[src/rtl/lane_done_collector.sv]
// Collects per-lane VFU completions independently and reports one aligned done
// per VFU once every lane has finished the same instruction ID.
module lane_done_collector #(
    parameter int unsigned NrLane    = 4,
    parameter int unsigned NrLaneVFU = 2,
    parameter int unsigned IdWidth   = 4,
    parameter int unsigned MaxSkew   = 15,
    parameter int unsigned SkewCntW  = $clog2(MaxSkew + 2)
) (
    input  logic                                           clk_i,
    input  logic                                           rst_ni,
    input  logic [NrLane-1:0][NrLaneVFU-1:0]               lane_done_i,
    input  logic [NrLane-1:0][NrLaneVFU-1:0][IdWidth-1:0]  lane_done_id_i,
    output logic [NrLane-1:0][NrLaneVFU-1:0]               lane_done_gnt_o,
    output logic [NrLaneVFU-1:0]                           vfus_done_o,
    output logic [NrLaneVFU-1:0][IdWidth-1:0]              vfus_done_id_o,
    input  logic [NrLaneVFU-1:0]                           vfus_done_gnt_i,
    output logic [NrLaneVFU-1:0]                           id_mismatch_o,
    output logic [NrLaneVFU-1:0]                           skew_err_o
);

    typedef logic [IdWidth-1:0] insn_id_t;
    typedef enum logic {COLLECT, REPORT} state_e;

    localparam logic [SkewCntW-1:0] SkewLim = SkewCntW'(MaxSkew + 1);

    for (genvar v = 0; v < NrLaneVFU; v++) begin : g_vfu
        state_e               state_q, state_d;
        logic [NrLane-1:0]    arrived_q, arrived_d;
        logic [NrLane-1:0]    gnt;
        insn_id_t             cap_id_q, cap_id_d, ref_id;
        logic                 id_valid_q, id_valid_d;
        logic                 mism_q, mism_d;
        logic                 skew_err_q, skew_err_d;
        logic [SkewCntW-1:0]  skew_cnt_q, skew_cnt_d, skew_inc;

        // Before the first grant, the lowest pending lane sets the ID everyone must match.
        always_comb begin
            logic found;
            found  = 1'b0;
            ref_id = cap_id_q;
            if (!id_valid_q) begin
                ref_id = '0;
                for (int l = 0; l < NrLane; l++) begin
                    if (!found && lane_done_i[l][v] && !arrived_q[l]) begin
                        ref_id = lane_done_id_i[l][v];
                        found  = 1'b1;
                    end
                end
            end
        end

        always_comb begin
            // NOTE: every variable gets a default first so no path can infer a latch.
            state_d    = state_q;
            arrived_d  = arrived_q;
            cap_id_d   = cap_id_q;
            id_valid_d = id_valid_q;
            mism_d     = mism_q;
            skew_err_d = skew_err_q;
            skew_cnt_d = '0;
            gnt        = '0;
            skew_inc   = (skew_cnt_q == SkewLim) ? SkewLim : skew_cnt_q + SkewCntW'(1);

            if (state_q == COLLECT) begin
                for (int l = 0; l < NrLane; l++) begin
                    if (lane_done_i[l][v] && !arrived_q[l]) begin
                        if (lane_done_id_i[l][v] == ref_id) gnt[l] = 1'b1;
                        else                                mism_d = 1'b1;
                    end
                end
                arrived_d = arrived_q | gnt;
                if (!id_valid_q && (|gnt)) begin
                    cap_id_d   = ref_id;
                    id_valid_d = 1'b1;
                end
                if (id_valid_q) begin
                    skew_cnt_d = skew_inc;
                    if (skew_inc == SkewLim) skew_err_d = 1'b1;
                end
                if (&arrived_d) state_d = REPORT;
            end else begin
                if (vfus_done_gnt_i[v]) begin
                    state_d    = COLLECT;
                    arrived_d  = '0;
                    id_valid_d = 1'b0;
                end
            end
        end

        // NOTE: sequential state uses non-blocking assignments so all registers update together.
        always_ff @(posedge clk_i or negedge rst_ni) begin
            if (!rst_ni) begin
                state_q    <= COLLECT;
                arrived_q  <= '0;
                cap_id_q   <= '0;
                id_valid_q <= 1'b0;
                mism_q     <= 1'b0;
                skew_err_q <= 1'b0;
                skew_cnt_q <= '0;
            end else begin
                state_q    <= state_d;
                arrived_q  <= arrived_d;
                cap_id_q   <= cap_id_d;
                id_valid_q <= id_valid_d;
                mism_q     <= mism_d;
                skew_err_q <= skew_err_d;
                skew_cnt_q <= skew_cnt_d;
            end
        end

        // Grants are combinational, so they are masked while reset is held.
        for (genvar l = 0; l < NrLane; l++) begin : g_gnt
            assign lane_done_gnt_o[l][v] = gnt[l] & rst_ni;
        end

        assign vfus_done_o[v]    = (state_q == REPORT);
        assign vfus_done_id_o[v] = (state_q == REPORT) ? cap_id_q : '0;
        assign id_mismatch_o[v]  = mism_q;
        assign skew_err_o[v]     = skew_err_q;
    end

endmodule
[config.mk]
export PLATFORM = sky130hd
export DESIGN_NAME = lane_done_collector
export DESIGN_NICKNAME = d
export VERILOG_FILES = /design/src/rtl/lane_done_collector.sv
export SDC_FILE = /design/constraint.sdc
export NUM_CORES = 1
export LEC_CHECK = 0
export CAP_MARGIN = 20
export CELL_PAD_IN_SITES_DETAIL_PLACEMENT = 1
export CELL_PAD_IN_SITES_GLOBAL_PLACEMENT = 2
export CORE_MARGIN = 5
export CORE_UTILIZATION = 32
export CTS_BUF_LIST = sky130_fd_sc_hd__clkbuf_4
export DETAILED_ROUTE_END_ITERATION = 10
export PLACE_DENSITY_LB_ADDON = 0.1
export SYNTH_ARGS = -nofsm -noshare
export SYNTH_HDL_FRONTEND = slang
export SYNTH_SLANG_ARGS = --single-unit
[constraint.sdc]
create_clock -name clk_i -period 4.1 [get_ports clk_i]
set_input_delay 1.025 -clock clk_i [delete_from_list [all_inputs] [get_ports clk_i]]
set_output_delay 1.025 -clock clk_i [all_outputs]
set_load 0.02 [all_outputs]
* After elaboration in Yosys (flattened, before gate mapping)
Cells that the tools add are included.
Word-level totals: bits in registers 34, bits in latches 0, bits in writable memories 0, memory bits (read-only) 0, output and inout port bits 22, memories kept 0
Cells by class: $add $sub $neg 2, multipliers 0, divide/modulo/power cells 0, $lt $le $gt $ge 0, eq/ne operators 14, shift-type cells 0, mux-type cells 88, bitwise operators 12, reductions and logical operators 50
Operators with widths (number):
- 2-to-1 mux 4 bit | 18
- 2-to-1 mux 1 bit | 64
- == test 4 bit | 8
- 2-to-1 mux 5 bit | 6
- logical AND 1 bit | 22
- == test 5 bit (second input constant) | 4
- zero test 1 bit | 16
- adder 5 x 1 -> 5 bit (second input constant) | 2
- bitwise AND 1 bit | 8
- OR 4 bit | 2
- AND reduction 2 bit | 4
- AND reduction 4 bit | 2
- OR reduction 4 bit | 2
- AND reduction 3 bit | 2
- inequality test 2 bit (second input constant) | 2
- nonzero test 2 bit | 2
- NOT 1 bit | 2

* Depth between registers and ports, before layout
depth in word-level cells 28, mapped depth 10, depth with buffers taken out 8

* Worst setup path before layout
Ideal clock, no wire load.
kind input to output, start input port lane_done_i[1] in the netlist's numbering, end output port lane_done_gnt_o[5] in the netlist's numbering, arrival time 3422 ps, data required time 3075 ps, path slack -347 ps, stages on the path 7, path buffers 1, cells stage by stage nor2b_1 buf_2 nor2_1 a211oi_1 mux2_2 or4_1 nor4_1
RTL lines:
- start, declared | line 12 | input logic [NrLane-1:0][NrLaneVFU-1:0] lane_done_i,
- end, declared | line 14 | output logic [NrLane-1:0][NrLaneVFU-1:0] lane_done_gnt_o,

==> flow_summary_export.csv <==
group,metric,value,unit
outcome,outcome,"finished with violations",
outcome,violations,"setup timing",
setup_path,required,3.07,ns
synthesis,synth_seq_cells,34,
die,die_height,117,um
timing,setup_viol,6,
clock_network,h-tree-depth,2,
timing,layout_setup_ws,-0.0683,ns
clock_network,cts_tree,"built",
grt,grt_pass1_vias,5002,
setup_path,crit_family,"compound AO/OA/AOI/OAI gates",
setup_path,crit_chain,"buf_2, nand3b_1, a2111oi_4, o41ai_4, a32oi_2, o21ai_2, or4_4, nor2_4, buf_6",
pwr,seqPwrFrac,0.187,
pwr,clock_power_share,0.095,
synthesis,async_flop_share,1.00,
clock_network,path_clk_slew,0.13,ns
finish,nFillCells,1336,
synthesis,yosys-top-cells-area,"dfrtp_1, xor2_1, nor2_1",
pwr,swShare,0.463,
synthesis,synthCells,466,
detailed_routing,wire_per_inst,21.1,um
clock_network,numCtsBuffers,5,
die,start_util,0.324,
finish,regArea,851,sq um
synthesis,netlist_top_cells_count,"nor2_1, dfrtp_1, nand2_1, o21ai_0, nand2b_1",
timing,finalCritPeriodShare,1.02,
placed_design,routabilityCongestion,0.916,
synthesis,syn_nets,514,
setup_path,r2r-end,"g_vfu[0].cap_id_q[0]$_DFFE_PN0P_",
finish,syn2layout_area_growth,73.0,%
synthesis,synth_cell_types,77,
detailed_routing,drtPass1Iterations,5,
pwr,p_switching,1650,uW
timing,relSlewSlack,0.579,
detailed_routing,via_per_inst,5.62,
setup_path,r2r_cells,14,
synthesis,synth_ff_type,"dfrtp_1",
synthesis,synth.avg_cell_area,7.90,sq um
pwr,intPower,1920,uW
die,die_area,0.0138,sq mm
placed_design,numPortBuffers,65,
setup_path,reg2reg_from,"g_vfu[0].arrived_q[1]$_DFFE_PN0P_",
flow_run,max_cap_violations,0,
clock_network,cts.sinks,34,
setup_path,path_class,"primary input to primary output",
synthesis,synth_top_area_cell,"dfrtp_1",
detailed_routing,final_antenna_net_count,0,
synthesis,yosysTopAreaCellShare,0.231,
pwr,ir_drop,0.000324,V
setup_path,arrival,3.14,ns
pwr,p_total,3570,uW
setup_path,startpoint_type,"primary input",
min_path,min_path_cells,1,
timing,slew_violations,0,
min_path,min_path_type,"register to register",
grt,grt_first_pass_wirelength,26.8,mm
detailed_routing,drt_wl_total,17.5,mm
synthesis,synth-edff-count,0,
grt,grt_use_total,0.252,
finish,multi_input_area,0.00313,sq mm
detailed_routing,drt-initial-drc-count,246,
pwr,combPwrFrac,0.718,
min_path,hp-start,"g_vfu[1].mism_q$_DFFE_PN0N_",
finish,diodes,0,
synthesis,synth_area,0.00368,sq mm
detailed_routing,drc,0,
setup_path,rrSetupSlack,0.60,ns
finish,drive_gt1_frac,0.443,
pwr,power_density,560,mW/mm^2
timing,timing.fmax,240,MHz
grt,grt_max_degree,23,
grt,antenna_found_initial,0,
finish,nets,736,
synthesis,synth_warnings,0,
setup_path,critPathMaxStageDelay,0.56,ns
detailed_routing,via_count,4675,
setup_path,crit_path_end_kind,"primary output",
die,chipWidth,117,um
timing,finalCriticalPeriod,4.17,ns
timing,skew,0.0297,ns
die,num_io_pins,66,
timing,rsz0062_at_grt,"yes",
placed_design,dpl.hpwl,13.3,mm
timing,hold_viol,0,
die,core_area,0.0114,sq mm
setup_path,cpMaxStageDelayCell,"a2111oi_4",
die,rows,39,
clock_network,clockRootBuffer,"clkbuf_4",
min_path,whs_endpoint,"g_vfu[1].mism_q$_DFFE_PN0N_",
setup_path,critPathMaxFanout,4,
clock_network,clock_path_buffers,2,
pwr,power_leakage,0.00283,uW
placed_design,dp_slack,-1.12,ns
synthesis,yosysSeqAreaShare,0.231,
synthesis,yosysMostFrequentCell,"nor2_1",
clock_network,clock_latency,0.38,ns
setup_path,critPathBufInv,2,
grt,grt-ovfl-total,0,
timing,worstMarginPinSlew,0.632,ns
## how the worst max path moves through the flow
stage                                  start            endpoint  slack, ns  cells after the start
final                     lane_done_id_i[24]  lane_done_gnt_o[2]      -0.07                      9
after global routing          lane_done_i[4]  lane_done_gnt_o[4]      -0.15                     13
after CTS                     lane_done_i[2]  lane_done_gnt_o[2]      -0.08                     11
after detailed placement      lane_done_i[5]  lane_done_gnt_o[5]      -1.12                      8
after global placement        lane_done_i[3]  lane_done_gnt_o[7]      -1.05                     10
after floorplan               lane_done_i[7]  lane_done_gnt_o[5]       0.02                      6
## repair_timing
action / 4_1_cts / 5_1_grt
buffers inserted: 19 / 12
endpoints found under the setup margin: 11 / 8
pin swaps: 44 / 26
resized for setup: 200 / 32
hold buffers: 0 / 0
## sequential cells by signal (all words and copies together), names as in the netlist
| register | count |
|---|---|
| g_vfu.skew_cnt_q | 10 |
| g_vfu.arrived_q | 8 |
| g_vfu.cap_id_q | 8 |
| g_vfu.id_valid_q | 2 |
| g_vfu.mism_q | 2 |
| g_vfu.skew_err_q | 2 |
| g_vfu.state_q | 2 |
## layer usage
metal | vias to the layer above | wire (um) | GRT usage
met5 | - | 0 | 0
met3 | 38 | 670 | 0.0283
met2 | 129 | 8800 | 0.451
li1 | 2197 | - | -
met4 | 0 | 558 | 0.0879
met1 | 2311 | 7490 | 0.312
## cell type report
class                      count  share of cell area
clock buffer                   5             0.00589
multi-input combinational    380               0.492
tap                          143              0.0281
inverter                      20              0.0118
clock inverter                 3              0.0108
timing repair buffer         247               0.318
sequential                    34               0.134
## per-stage QoR
stage | util | instance area [sq um] | TNS, ns | hold WS, ns | instances
after global routing | 0.560 | 6370 | -0.737 | 0.505 | 832
after CTS | 0.540 | 6140 | -0.168 | 0.489 | 820
after global placement | 0.485 | 5520 | -9.73 | 0.454 | 793
after floorplan | - | 3700 | 0 | 0.429 | 466
final | 0.560 | 6370 | -0.260 | 0.482 | 832
after detailed placement | 0.485 | 5520 | -10.47 | 0.460 | 793
## worst register-to-register path: cells and delay by family, from the launching register on
kind | cells | cell delay (ns)
mux | 1 | 0.33
simple gates | 2 | 0.59
buf+inv | 6 | 1.00
flops | 1 | 0.40
compound gates | 5 | 1.06
## cells by family after synthesis
group / count (synthesis) / synth area share
AO/OA/AOI/OAI: 141 / 0.290
XOR/XNOR: 30 / 0.0713
adder cells (fa/ha/maj): 4 / 0.0136
buffers and inverters: 52 / 0.0625
flip-flops: 34 / 0.231
multiplexers: 12 / 0.0357
AND/OR/NAND/NOR: 193 / 0.296
## cell usage in the layout (no fill, tap or decap), drive strengths merged, types with 8 or more instances in the layout
| master | netlist | routed |
|---|---|---|
| a31oi | 14 | 14 |
| xnor2 | 12 | 12 |
| o21ai | 25 | 25 |
| inv | 19 | 19 |
| buf | 15 | 202 |
| and3b | 9 | 9 |
| xor2 | 18 | 18 |
| nor2 | 38 | 38 |
| nor2b | 10 | 10 |
| clkdlybuf4s50 | 0 | 26 |
| o211ai | 8 | 8 |
| dlygate4sd2 | 0 | 14 |
| dfrtp | 34 | 34 |
| nand2b | 23 | 23 |
| a21oi | 19 | 19 |
| nand2 | 27 | 27 |
| and3 | 10 | 10 |
| and2 | 9 | 9 |
| nor3 | 15 | 15 |
| a211oi | 12 | 12 |
| nand3 | 18 | 18 |
| mux2 | 9 | 9 |
## power groups by stage
stage               registers [uW]  clock network [uW]  logic (uW)
floorplan                      565                   0        1140
global placement               651                   0        2010
detailed placement             660                   0        2070
CTS                            668                 347        2380
global route                   691                 358        2750
finish                         668                 339        2560
No activity file was read; power rests on OpenSTA's default activity.
